File: config.mk
export PLATFORM = sky130hd
export DESIGN_NAME = r22_stage_ctrl_flat
export DESIGN_NICKNAME = d
export VERILOG_FILES = /design/src/rtl/r22_pkg.sv /design/src/rtl/r22_stage_ctrl_if.sv /design/src/rtl/r22_tw_addr_gen.sv /design/src/rtl/r22_stage_ctrl.sv /design/src/flat_wrapper.sv
export SDC_FILE = /design/constraint.sdc
export NUM_CORES = 1
export LEC_CHECK = 0
export ABC_CLOCK_PERIOD_IN_PS = 2950
export BUFFER_PORTS_ARGS = -buffer_cell sky130_fd_sc_hd__buf_2
export CAP_MARGIN = 30
export CORE_MARGIN = 3
export CORE_UTILIZATION = 40
export CTS_CLUSTER_SIZE = 25
export DETAILED_ROUTE_END_ITERATION = 7
export PLACE_DENSITY = 0.69
export SETUP_SLACK_MARGIN = 0.3
export SYNTH_ARGS = -nofsm -noshare
export SYNTH_HDL_FRONTEND = slang
export SYNTH_SLANG_ARGS = --single-unit
File: constraint.sdc
create_clock -name clk -period 2.95 [get_ports clk]
set_clock_uncertainty 0.15 [all_clocks]
set_input_delay 0.59 -clock clk [delete_from_list [all_inputs] [get_ports clk]]
set_output_delay 0.59 -clock clk [all_outputs]
set_load 0.005 [all_outputs]
File: src/rtl/r22_pkg.sv
// Shared definitions for the R2²SDF stage sequencer: state encoding,
// stage geometry helpers and the twiddle quadrant factor.
package r22_pkg;

  typedef enum logic [1:0] {
    R22_S_IDLE  = 2'd0,
    R22_S_RUN   = 2'd1,
    R22_S_FLUSH = 2'd2
  } r22_state_e;

  function automatic int r22_width(input int n_log, input int stage);
    return n_log - 2 * stage;
  endfunction

  function automatic int r22_period(input int n_log, input int stage);
    return 1 << r22_width(n_log, stage);
  endfunction

  function automatic int r22_l1(input int n_log, input int stage);
    return r22_period(n_log, stage) / 2;
  endfunction

  function automatic int r22_l2(input int n_log, input int stage);
    return r22_period(n_log, stage) / 4;
  endfunction

  // Quadrant q of the output index selects the twiddle exponent multiplier.
  function automatic logic [1:0] r22_quad_factor(input logic [1:0] q);
    logic [1:0] f;
    case (q)
      2'd0:    f = 2'd0;
      2'd1:    f = 2'd2;
      2'd2:    f = 2'd1;
      default: f = 2'd3;
    endcase
    return f;
  endfunction

endpackage

File: src/rtl/r22_stage_ctrl_if.sv
// Handshake and datapath-control bundle between an R2²SDF stage sequencer
// and its surroundings; slave is the sequencer side.
interface r22_stage_ctrl_if #(
  parameter int N_LOG = 6
);

  logic             i_valid;
  logic             i_sof;
  logic             i_flush;
  logic             i_ready;
  logic             o_ready;
  logic             o_adv;
  logic             o_inject;
  logic             o_bf1_sel;
  logic             o_bf2_sel;
  logic             o_negj;
  logic             o_out_valid;
  logic             o_out_sof;
  logic [N_LOG-1:0] o_tw_addr;
  logic             o_tw_valid;
  logic             o_err;

  modport master (
    output i_valid, i_sof, i_flush, i_ready,
    input  o_ready, o_adv, o_inject, o_bf1_sel, o_bf2_sel, o_negj,
           o_out_valid, o_out_sof, o_tw_addr, o_tw_valid, o_err
  );

  modport slave (
    input  i_valid, i_sof, i_flush, i_ready,
    output o_ready, o_adv, o_inject, o_bf1_sel, o_bf2_sel, o_negj,
           o_out_valid, o_out_sof, o_tw_addr, o_tw_valid, o_err
  );

endinterface

File: src/rtl/r22_tw_addr_gen.sv
// Twiddle exponent for an R2²SDF stage: output index m -> (k * f(q)) << 2*STAGE,
// purely combinational.
module r22_tw_addr_gen
  import r22_pkg::*;
#(
  parameter int N_LOG = 6,
  parameter int STAGE = 0
) (
  input  logic [r22_width(N_LOG, STAGE)-1:0] m,
  output logic [N_LOG-1:0]                   tw_addr
);

  localparam int W = r22_width(N_LOG, STAGE);

  logic [N_LOG-1:0] k;
  logic [N_LOG-1:0] f;
  logic [N_LOG-1:0] prod;

  // The smallest stage has no k field, so its twiddle is always unity.
  if (W > 2) begin : g_k
    assign k = N_LOG'(m[W-3:0]);
  end else begin : g_k0
    assign k = '0;
  end

  assign f       = N_LOG'(r22_quad_factor(m[W-1:W-2]));
  assign prod    = k * f;
  assign tw_addr = prod << (2 * STAGE);

endmodule

File: src/rtl/r22_stage_ctrl.sv
// Sequencer for one R2²SDF FFT stage: sample counter, butterfly selects, fill/flush
// framing and twiddle address. Define R22_STAGE_CTRL_TW_EN to build the twiddle generator.
module r22_stage_ctrl
  import r22_pkg::*;
#(
  parameter int N_LOG = 6,
  parameter int STAGE = 0
) (
  input logic              clk,
  input logic              reset,
  r22_stage_ctrl_if.slave  bus
);

  localparam int W = r22_width(N_LOG, STAGE);
  localparam int P = r22_period(N_LOG, STAGE);
  localparam int L2 = r22_l2(N_LOG, STAGE);
  localparam logic [W-1:0] FILL_MAX   = W'(3 * L2);
  localparam logic [W-1:0] DRAIN_LAST = W'(3 * L2 - 1);
  localparam logic [W-1:0] LAST_CNT   = W'(P - 1);
  localparam logic [W-1:0] CNT_ONE    = W'(1);

  r22_state_e   state, state_nxt;
  logic [W-1:0] cnt, cnt_nxt;
  logic [W-1:0] fill, fill_nxt;
  logic [W-1:0] drain, drain_nxt;
  logic [W-1:0] cur_cnt;
  logic [W-1:0] cur_fill;
  logic         ready;
  logic         acc;
  logic         adv;
  logic         inject;
  logic         err;
  logic         out_valid;

  // Holding reset also blocks acceptance so every output reads zero while held.
  assign ready = reset & bus.i_ready & (state != R22_S_FLUSH);
  assign acc   = bus.i_valid & ready;

  always_ff @(posedge clk or negedge reset) begin
    if (!reset) begin
      state <= R22_S_IDLE;
      cnt   <= '0;
      fill  <= '0;
      drain <= '0;
    end else begin
      state <= state_nxt;
      cnt   <= cnt_nxt;
      fill  <= fill_nxt;
      drain <= drain_nxt;
    end
  end

  // cur_cnt/cur_fill describe the sample shifted this cycle, after any (re)start.
  always_comb begin
    state_nxt = state;
    cnt_nxt   = cnt;
    fill_nxt  = fill;
    drain_nxt = drain;
    cur_cnt   = cnt;
    cur_fill  = fill;
    adv       = 1'b0;
    inject    = 1'b0;
    err       = 1'b0;
    unique case (state)
      R22_S_IDLE: begin
        cur_cnt  = '0;
        cur_fill = '0;
        if (acc) begin
          if (bus.i_sof) begin
            adv       = 1'b1;
            state_nxt = R22_S_RUN;
          end else begin
            err = 1'b1;
          end
        end
      end
      R22_S_RUN: begin
        adv = acc;
        if (acc && bus.i_sof && (cnt != '0)) begin
          cur_cnt  = '0;
          cur_fill = '0;
          err      = 1'b1;
        end
        if (acc && bus.i_flush && (cur_cnt == LAST_CNT)) begin
          state_nxt = R22_S_FLUSH;
          drain_nxt = '0;
        end
      end
      R22_S_FLUSH: begin
        adv    = bus.i_ready;
        inject = bus.i_ready;
        if (bus.i_ready) begin
          if (drain == DRAIN_LAST) begin
            state_nxt = R22_S_IDLE;
            drain_nxt = '0;
          end else begin
            drain_nxt = drain + CNT_ONE;
          end
        end
      end
      default: state_nxt = R22_S_IDLE;
    endcase
    if (adv) begin
      cnt_nxt  = cur_cnt + CNT_ONE;
      fill_nxt = (cur_fill == FILL_MAX) ? cur_fill : cur_fill + CNT_ONE;
    end
  end

  assign out_valid = adv & (cur_fill == FILL_MAX);

  assign bus.o_ready     = ready;
  assign bus.o_adv       = adv;
  assign bus.o_inject    = inject;
  assign bus.o_err       = err;
  assign bus.o_bf1_sel   = cur_cnt[W-1];
  assign bus.o_bf2_sel   = cur_cnt[W-2];
  assign bus.o_negj      = cur_cnt[W-1] & ~cur_cnt[W-2];
  assign bus.o_out_valid = out_valid;
  assign bus.o_out_sof   = out_valid & (cur_cnt == FILL_MAX);

`ifdef R22_STAGE_CTRL_TW_EN
  logic [W-1:0]     out_idx;
  logic [N_LOG-1:0] tw_addr;

  assign out_idx = cur_cnt - FILL_MAX;

  r22_tw_addr_gen #(
    .N_LOG (N_LOG),
    .STAGE (STAGE)
  ) u_tw_addr_gen (
    .m       (out_idx),
    .tw_addr (tw_addr)
  );

  assign bus.o_tw_addr  = tw_addr;
  assign bus.o_tw_valid = out_valid;
`else
  assign bus.o_tw_addr  = '0;
  assign bus.o_tw_valid = 1'b0;
`endif

endmodule

File: src/flat_wrapper.sv
// flat-port wrapper written by rule: the top's interface ports become plain ports
module r22_stage_ctrl_flat import r22_pkg::*;
#(
  parameter int N_LOG = 6,
  parameter int STAGE = 0
)
  (clk, reset, bus_i_valid, bus_i_sof, bus_i_flush, bus_i_ready, bus_o_ready, bus_o_adv, bus_o_inject, bus_o_bf1_sel, bus_o_bf2_sel, bus_o_negj, bus_o_out_valid, bus_o_out_sof, bus_o_tw_addr, bus_o_tw_valid, bus_o_err);
  r22_stage_ctrl_if #(.N_LOG(N_LOG)) bus_i ();
  input logic clk;
  input logic reset;
  input wire logic [$bits(bus_i.i_valid)-1:0] bus_i_valid;
  input wire logic [$bits(bus_i.i_sof)-1:0] bus_i_sof;
  input wire logic [$bits(bus_i.i_flush)-1:0] bus_i_flush;
  input wire logic [$bits(bus_i.i_ready)-1:0] bus_i_ready;
  output wire logic [$bits(bus_i.o_ready)-1:0] bus_o_ready;
  output wire logic [$bits(bus_i.o_adv)-1:0] bus_o_adv;
  output wire logic [$bits(bus_i.o_inject)-1:0] bus_o_inject;
  output wire logic [$bits(bus_i.o_bf1_sel)-1:0] bus_o_bf1_sel;
  output wire logic [$bits(bus_i.o_bf2_sel)-1:0] bus_o_bf2_sel;
  output wire logic [$bits(bus_i.o_negj)-1:0] bus_o_negj;
  output wire logic [$bits(bus_i.o_out_valid)-1:0] bus_o_out_valid;
  output wire logic [$bits(bus_i.o_out_sof)-1:0] bus_o_out_sof;
  output wire logic [$bits(bus_i.o_tw_addr)-1:0] bus_o_tw_addr;
  output wire logic [$bits(bus_i.o_tw_valid)-1:0] bus_o_tw_valid;
  output wire logic [$bits(bus_i.o_err)-1:0] bus_o_err;
  assign bus_i.i_valid = bus_i_valid;
  assign bus_i.i_sof = bus_i_sof;
  assign bus_i.i_flush = bus_i_flush;
  assign bus_i.i_ready = bus_i_ready;
  assign bus_o_ready = bus_i.o_ready;
  assign bus_o_adv = bus_i.o_adv;
  assign bus_o_inject = bus_i.o_inject;
  assign bus_o_bf1_sel = bus_i.o_bf1_sel;
  assign bus_o_bf2_sel = bus_i.o_bf2_sel;
  assign bus_o_negj = bus_i.o_negj;
  assign bus_o_out_valid = bus_i.o_out_valid;
  assign bus_o_out_sof = bus_i.o_out_sof;
  assign bus_o_tw_addr = bus_i.o_tw_addr;
  assign bus_o_tw_valid = bus_i.o_tw_valid;
  assign bus_o_err = bus_i.o_err;
  r22_stage_ctrl #(.N_LOG(N_LOG), .STAGE(STAGE)) u_core (.clk(clk), .reset(reset), .bus(bus_i));
endmodule
==> results.yml, run 1 <==
timing:
  fin_setup_tns_ns: 0
  rsz0062_at_grt: "true"
  hold_violations: 0
  period_minus_slack_ns: 2.661
  fmax_mhz: 375.8
  post-route-period-util_pct: 90.19
  setup_violations: 0
  slew_viol_final: 0
cts:
  cts_tree: "yes"
  cts-buffers-inserted: 3
  root_buffer: "clkbuf_4"
  clk_latency_ns: 0.31
  cts_buffer_depth: 2
  cts.sinks: 20
  path_clk_slew_ns: 0.13
  cts_htree_levels: 1
setup_path:
  r2r_end: "u_core.cnt[2]"
  cp_num_cells: 9
  crit_path_max_incr_delay_ns: 0.40
  path_max_fanout: 3
  cp.required_ns: 2.21
  crit_type: "input pin to output pin"
  cpLargestDelayFamily: "simple AND/OR/NAND/NOR gates"
  crit_chain: "buf_4, nand4_4, a311o_2, and3_4, inv_2, ha_1, and3_1, and3b_1, buf_2"
  arrival_ns: 1.92
  crit_buf_inv: 3
  rr_startpoint: "u_core.cnt[5]"
  slowest_stage: "a311o_2"
  start_kind: "input pin"
  cp-end-kind: "output pin"
  r2r_cells: 6
  rrSetupSlack_ns: 1.00
global_routing:
  grt_first_pass_wirelength_mm: 5.754
  grt.total_usage_pct: 17.18
  grt-ovfl-total: 0
  antenna_found_initial: 0
  grt_max_degree: 23
  grt_pass1_vias: 1256
placed_design:
  io_buffers: 14
  globalplace.congestion: 0.9230
  placed_area_um2: 1503
  hpwl_mm: 2.271
synthesis:
  synth-edff-count: 0
  synth-async-reset-ratio_pct: 100.0
  ys_types: 49
  ys_seq_area_share_pct: 35.87
  netlist_instances: 156
  synth-seq-cells: 20
  syn_avg_cell_area_um2: 8.943
  yosys_warnings: 0
  ys.flop_type: "dfrtp_1"
  syn_area_um2: 1395
floorplanning:
  initial_core_util_pct: 43.90
  coreArea_um2: 3178
  die-area_um2: 4232
  die_w_um: 65.06
  ios: 22
  fp-row-count: 20
  die_h_um: 65.06
finish:
  area_growth_pct: 24.57
  final_common_cell: "buf_4"
  diodes: 0
  final_area_um2: 1738
  fin_nets: 202
  layout_common_cells: "buf_4 (25), dfrtp_1 (15), nor2_1 (12), nand2_1 (12), buf_2 (10)"
  layout-drive-gt1-share_pct: 33.33
flow_run:
  maxCapViolations: 0
route:
  num_vias: 1300
  wl_per_cell_um: 14.51
  wl_mm: 3.425
  first_iter_violations: 79
  first_pass_iters: 4
  detail-route-antenna-nets: 0
  vias_per_cell: 5.508
  drc: 0
min_path:
  min_path_type: "input pin to async pin"
run_status:
  status: "finished clean"
power_and_ir_drop:
  ir_drop_uv: 384.7
  p_leak_nw: 0.8129
  powerDensity_nw_per_um2: 529.8
[where the power goes]
part | leakage (nW) | switching, mW | internal [mW] | total (mW)
logic | 0.554 | 0.154 | 0.155 | 0.309
clock network | 0.0279 | 0.0894 | 0.137 | 0.227
registers | 0.231 | 0.0588 | 0.326 | 0.385
[state kept, by name (all words and copies together) (netlist names)]
signal and cells:
u_core.cnt 6, u_core.drain 6, u_core.fill 6, u_core.state 2
[metal layers]
layer	vias to the layer above	routed length [um]	track usage, %
met2	37	1727	29.63
met3	6	156	3.293
li1	629	-	-
met1	628	1484	21.85
met4	0	56	4.663
met5	-	0	0
[how the worst max path moves through the flow]
stage / from / endpoint / slack, ns
after CTS: u_core.cnt[5] / bus_o_out_sof / 0.31
after detailed placement: bus_i_ready / bus_o_out_sof / 0.20
final: bus_i_valid / bus_o_out_sof / 0.29
after global routing: u_core.cnt[5] / bus_o_out_sof / 0.19
after global placement: bus_i_ready / bus_o_out_sof / 0.20
after floorplan: bus_i_sof / bus_o_out_sof / 0.45
[metrics by stage]
| step | hold slack (ns) | power, mW | cells | utilization, % | setup WS [ns] |
|---|---|---|---|---|---|
| 3_3_place_gp | 0.3394 | 0.6012 | 215 | 47.28 | 0.2047 |
| 6_report | 0.1141 | 0.9208 | 236 | 54.68 | 0.2893 |
| 3_5_place_dp | 0.3475 | 0.6112 | 215 | 47.28 | 0.1962 |
| 4_1_cts | 0.1530 | 0.9127 | 234 | 53.58 | 0.3087 |
| 2_1_floorplan | 0.1444 | 0.5431 | 162 | - | 0.4493 |
| 5_1_grt | 0.1227 | 0.9765 | 236 | 54.68 | 0.1910 |
[logic make-up after synthesis]
logic type	share of synthesized area (%)
other cells	0.2688
buf+inv	9.058
mux	0.7175
xor+xnor	0.6279
simple gates	30.31
fa+ha+maj	2.691
compound gates	20.45
flops	35.87
[cell type report]
| cell class | instances | area, um^2 |
|---|---|---|
| Fill cell | 302 | 1440 |
| Clock buffer | 3 | 22.52 |
| Multi-Input combinational cell | 120 | 822.0 |
| Tap cell | 44 | 55.05 |
| Clock inverter | 1 | 30.03 |
| Inverter | 11 | 41.29 |
| Sequential cell | 20 | 506.7 |
| Timing Repair Buffer | 37 | 260.3 |
[what timing repair did]
action	in CTS	in global routing
pin swaps	5	3
endpoints found under the setup margin	2	1
buffers inserted	15	2
hold buffers	0	0
resized for setup	12	8
[cell usage after synthesis (2+ instances only)]
cell type / n / area (um^2)
dfrtp_1: 20 / 500.5
nor2_1: 14 / 52.55
nand2_1: 12 / 45.04
inv_1: 9 / 33.78
a21oi_1: 7 / 35.03
buf_4: 7 / 52.55
nor3_1: 7 / 35.03
nand3_1: 6 / 30.03
and3_1: 5 / 31.28
a31oi_1: 4 / 25.02
nor2b_1: 4 / 25.02
a211oi_1: 3 / 22.52
ha_1: 3 / 37.54
nand2b_1: 3 / 18.77
nor4_2: 3 / 37.54
o31ai_1: 3 / 22.52
a221o_1: 2 / 20.02
a22o_1: 2 / 17.52
and3b_1: 2 / 17.52
buf_2: 2 / 10.01
buf_6: 2 / 22.52
inv_2: 2 / 7.510
nand3b_1: 2 / 15.01
nand4b_1: 2 / 17.52
nor2_2: 2 / 12.51
o211ai_1: 2 / 15.01
o21a_1: 2 / 15.01
o21ai_0: 2 / 10.01
or2_1: 2 / 12.51
No activity file was read; power rests on OpenSTA's default activity.
==> inputs of run 2 (changes only) <==
Settings changed: ABC_AREA set to 1.
==> run 2 against run 1 <==
  * Register-to-register slack got worse by 0.76 ns
  * Core utilization rose by 0.39 points
  * Global-route usage fell by 0.85 points
  * Non-clock buffer count rose by 3
  * Sequential power rose by 2%
  * Clock power fell by 26%
  * Worst setup slack got worse by 0.11 ns
  * First-iteration DRC count rose by 19%
  * Sequential share of layout area fell by 0.27 points
  * Hold slack got worse by 0.033 ns
  * Area after synthesis fell by 2.4%
  * Cell area barely moved
  * Largest cell class unchanged
==> results.yml, run 2 <==
floorplanning:
  ios: 22
  die_w_um: 64.34
  initial_core_util_pct: 43.17
  fp-row-count: 20
  die_h_um: 64.34
  die-area_um2: 4139
  coreArea_um2: 3153
setup_path:
  cp-end-kind: "output pin"
  cp.required_ns: 2.21
  path_max_fanout: 5
  start_kind: "register"
  arrival_ns: 2.03
  crit_type: "register to output pin"
placed_design:
  hpwl_mm: 2.062
  globalplace.congestion: 0.7909
  io_buffers: 14
  dp_slack_ns: 0.02541
  dp_cells: 238
global_routing:
  grt_first_pass_wirelength_mm: 5.368
  antenna_found_initial: 0
  grt-ovfl-total: 0
  use_met2_pct: 25.39
  grt_max_degree: 21
  grt_pass1_vias: 1214
  use_met1_pct: 22.05
  grt.total_usage_pct: 16.33
  grt_use_met3_pct: 4.218
  grt_busiest_layer: "met2"
min_path:
  min_path_type: "input pin to async pin"
route:
  first_iter_violations: 94
  detail-route-antenna-nets: 0
  num_vias: 1324
  drc: 0
  wl_mm: 3.298
  vias_per_cell: 4.996
  first_pass_iters: 4
  wl_per_cell_um: 12.45
cts:
  cts.sinks: 20
  cts_htree_levels: 1
  root_buffer: "clkbuf_4"
  cts-buffers-inserted: 3
  cts_tree: "yes"
  cts_buffer_depth: 2
  path_clk_slew_ns: 0.13
  clk_latency_ns: 0.31
power_and_ir_drop:
  powerDensity_nw_per_um2: 523.8
  power_switching_mw: 0.3660
  p_comb_share_pct: 38.5
  pwr-share-clk_pct: 18.5
  p_sw_share_pct: 40.24
  p_leak_nw: 0.8812
  internal_power_mw: 0.5437
  power_mw: 0.9097
  ir_drop_uv: 339.2
  p_seq_share_pct: 43.0
finish:
  reg_top3: "u_core.cnt x6, u_core.drain x6, u_core.fill x6"
  final_common_cell: "nand2_1"
  layout-drive-gt1-share_pct: 28.96
  final_cells: 265
  fin_nets: 231
  fin_util_pct: 55.08
  layout_common_cells: "nand2_1 (35), inv_1 (23), dfrtp_1 (19)"
  area_growth_pct: 27.57
  diodes: 0
synthesis:
  yosysTopAreaCellShare_pct: 36.76
  synth-async-reset-ratio_pct: 100.0
  synth_common_cells: "nand2_1 (37), inv_1 (26), dfrtp_1 (20), nor2_1 (18), nand3_1 (16)"
  syn_area_um2: 1361
  yosys_warnings: 0
  synthTopCellsByArea: "dfrtp_1 (37%), nand2_1 (10%), inv_1 (7.2%)"
  ys_seq_area_share_pct: 36.76
  yosys.area.top_type: "dfrtp_1"
  yosysMostFrequentCell: "nand2_1"
  netlist_instances: 182
  ys_types: 30
  ys.flop_type: "dfrtp_1"
  synth-edff-count: 0
  syn_avg_cell_area_um2: 7.480
  synth-seq-cells: 20
timing:
  setup_violations: 0
  fmax_mhz: 361.0
  post-route-period-util_pct: 93.91
  timing.final.ws_setup_ns: 0.1796
  fin_setup_tns_ns: 0
  hold_violations: 0
  rsz0062_at_grt: "true"
  slew_viol_final: 0
  period_minus_slack_ns: 2.770
flow_run:
  maxCapViolations: 0
run_status:
  status: "finished clean"
run 2: worst max-delay path, cell delays in order, from the launching register on:
cell     delay (ns)
dfrtp_1        0.42
inv_2          0.09
nor2_4         0.04
nor2_4         0.08
nand4_1        0.16
nand2_2        0.14
nand2_4        0.09
inv_4          0.07
nor2_4         0.03
inv_2          0.05
ha_4           0.11
nand4_1        0.10
nor3_2         0.20
buf_2          0.14
run 2: stage by stage:
| step | hold slack, ns | area (um^2) |
|---|---|---|
| finish | 0.08118 | 1737 |
| floorplan | 0.1444 | 1384 |
| CTS | 0.1003 | 1653 |
| global route | 0.1104 | 1737 |
| global placement | 0.3570 | 1435 |
| detailed placement | 0.3555 | 1435 |
run 2: routing by layer:
| layer | up-vias | wire (um) |
|---|---|---|
| met3 | 6 | 236 |
| met1 | 625 | 1438 |
| met5 | - | 0 |
| li1 | 654 | - |
| met2 | 39 | 1571 |
| met4 | 0 | 52 |
run 2: final timing paths:
| kind | startpoint | slack [ns] | endpoint | cells past startpoint |
|---|---|---|---|---|
| setup / recovery | u_core.state[1] | 0.18 | bus_o_out_sof | 13 |
| hold / removal | reset | 0.08 | u_core.fill[0] | 2 |
| setup reg to reg | u_core.state[1] | 0.24 | u_core.cnt[4] | 20 |
| hold reg to reg | u_core.fill[5] | 0.39 | u_core.fill[5] | 2 |
| max in group asynchronous | reset | 2.34 | u_core.state[0] | 2 |
| min in group clk | bus_i_ready | 0.38 | u_core.state[1] | 2 |
run 2: power groups by stage:
| stage | registers (mW) | clock network [mW] | logic (mW) |
|---|---|---|---|
| 2_1_floorplan | 0.375 | 0 | 0.223 |
| 4_1_cts | 0.385 | 0.171 | 0.304 |
| 6_report | 0.391 | 0.169 | 0.350 |
| 3_3_place_gp | 0.389 | 0 | 0.251 |
| 5_1_grt | 0.399 | 0.180 | 0.403 |
| 3_5_place_dp | 0.389 | 0 | 0.257 |
run 2: cell type report:
cell class,instances,area [um^2]
Fill cell,297,1416
Multi-Input combinational cell,130,725.7
Sequential cell,20,501.7
Timing Repair Buffer,40,314.1
Inverter,27,103.9
Tap cell,44,55.05
Clock buffer,4,36.28
run 2: repair_timing:
item,in CTS,in global routing
pin swaps,7,9
hold buffers,0,0
setup endpoints to repair,2,4
resized for setup,5,23
buffers inserted,22,1
run 2: kinds of logic after synthesis:
| group | synth area share [%] |
|---|---|
| compound gates | 9.467 |
| xor+xnor | 4.504 |
| fa+ha+maj | 2.758 |
| buf+inv | 14.52 |
| flops | 36.76 |
| other cells | 0.2755 |
| simple gates | 31.71 |
==> inputs of run 3 (changes only) <==
Settings changed: CELL_PAD_IN_SITES_DETAIL_PLACEMENT set to 1, CELL_PAD_IN_SITES_GLOBAL_PLACEMENT set to 1, PLACE_DENSITY 0.69 to 0.87.
==> run 3 against run 2 <==
  * Fmax rose by 3.0%
  * Via count decreased by 3.8%
  * Hold slack improved by 0.020 ns
  * Core utilization is 5.6 points lower
  * Clock power decreased by 2%
  * Flip-flop and latch count unchanged
  * Critical endpoint unchanged
  * Largest power group unchanged
==> results.yml, run 3 (synthesis results as in run 2) <==
run_status:
  status: "finished clean"
global_routing:
  antenna_found_initial: 0
  grt.total_usage_pct: 19.57
  grt-ovfl-total: 0
  grt_pass1_vias: 1352
  grt_first_pass_wirelength_mm: 6.361
  grt_max_degree: 21
timing:
  hold_violations: 0
  post-route-period-util_pct: 91.14
  period_minus_slack_ns: 2.689
  rsz0062_at_grt: "true"
  fin_setup_tns_ns: 0
  fmax_mhz: 372.0
  slew_viol_final: 0
  setup_violations: 0
floorplanning:
  fp-row-count: 20
  coreArea_um2: 3153
  initial_core_util_pct: 43.17
  ios: 22
  die-area_um2: 4139
  die_w_um: 64.34
  die_h_um: 64.34
cts:
  cts-buffers-inserted: 3
  cts_htree_levels: 1
  root_buffer: "clkbuf_4"
  cts_buffer_depth: 2
  clk_latency_ns: 0.30
  path_clk_slew_ns: 0.12
  cts.sinks: 20
  cts_tree: "yes"
finish:
  layout-drive-gt1-share_pct: 21.63
  area_growth_pct: 14.61
  fin_nets: 218
  reg_top3: "u_core.cnt x6, u_core.drain x6, u_core.fill x6"
  layout_common_cells: "nand2_1 (37), inv_1 (24), dfrtp_1 (19)"
  final_common_cell: "nand2_1"
  final_cells: 252
  diodes: 0
setup_path:
  cp.required_ns: 2.21
  rr_startpoint: "u_core.state[1]"
  rrSetupSlack_ns: 0.86
  r2r_cells: 9
  r2r_end: "u_core.cnt[4]"
  start_kind: "register"
  cp-end-kind: "output pin"
  path_max_fanout: 6
  arrival_ns: 1.95
  crit_type: "register to output pin"
route:
  first_iter_violations: 56
  detail-route-antenna-nets: 0
  num_vias: 1274
  wl_per_cell_um: 14.70
  first_pass_iters: 4
  vias_per_cell: 5.056
  wl_mm: 3.704
  drc: 0
placed_design:
  io_buffers: 14
  hpwl_mm: 2.865
  dp_cells: 239
  globalplace.congestion: 0.8332
power_and_ir_drop:
  p_leak_nw: 0.7997
  powerDensity_nw_per_um2: 560.1
  ir_drop_uv: 277.3
flow_run:
  maxCapViolations: 0
min_path:
  min_path_type: "input pin to async pin"
run 3: changes by cell type in the layout (fill, tap and decap cells not counted), moves of 2 or more:
cell,before,now
nor2_1,15,17
nand2_2,4,2
buf_6,13,0
nand2_1,35,37
run 3: worst max path at each step:
stage | endpoint | startpoint | slack (ns)
after detailed placement | bus_o_out_sof | bus_i_ready | 0.09
after CTS | bus_o_out_sof | u_core.state[1] | 0.22
final | bus_o_out_sof | u_core.cnt[2] | 0.26
after floorplan | bus_o_out_sof | bus_i_ready | 0.39
after global routing | bus_o_out_sof | u_core.state[1] | 0.09
after global placement | bus_o_out_sof | bus_i_ready | 0.22
run 3: critical path: stages, from the launching register on:
cell     delay [ns]
dfrtp_2        0.48
nor2_1         0.16
nand4_1        0.18
nand2_4        0.13
inv_2          0.05
nor2_1         0.12
inv_1          0.06
ha_1           0.19
nand4_1        0.09
nor3_2         0.04
buf_2          0.13
run 3: power breakdown:
part           switching [mW]  leakage [nW]  internal (mW)
registers              0.0662         0.262          0.326
logic                   0.199         0.517          0.117
clock network          0.0902        0.0210         0.0753
run 3: metal layers:
metal	GRT usage, %	wire, um
met5	0	0
met4	6.596	52
met3	2.988	90
met2	36.98	2038
met1	22.00	1524
run 3: through the flow:
stage | cell area (um^2) | hold slack [ns] | util [%] | setup slack [ns] | power (mW)
final | 1560 | 0.1016 | 49.48 | 0.2615 | 0.8739
after global routing | 1560 | 0.1189 | 49.48 | 0.09402 | 0.9418
after CTS | 1524 | 0.1090 | 48.33 | 0.2235 | 0.8733
after detailed placement | 1443 | 0.3507 | 45.75 | 0.09401 | 0.6786
after global placement | 1443 | 0.3579 | 45.75 | 0.2182 | 0.6468
after floorplan | 1384 | 0.1444 | - | 0.3891 | 0.5977
run 3: area by class of cell:
cell class                      count  area [um^2]
Multi-Input combinational cell    130        698.2
Inverter                           27        101.3
Tap cell                           44        55.05
Clock buffer                        4        36.28
Sequential cell                    20        501.7
Timing Repair Buffer               27        167.7
Fill cell                         429         1593
run 3: repair_timing:
action,CTS,global route
buffers inserted,5,4
endpoints found under the setup margin,3,3
pin swaps,5,4
gates resized for setup,4,3
hold buffers,0,0
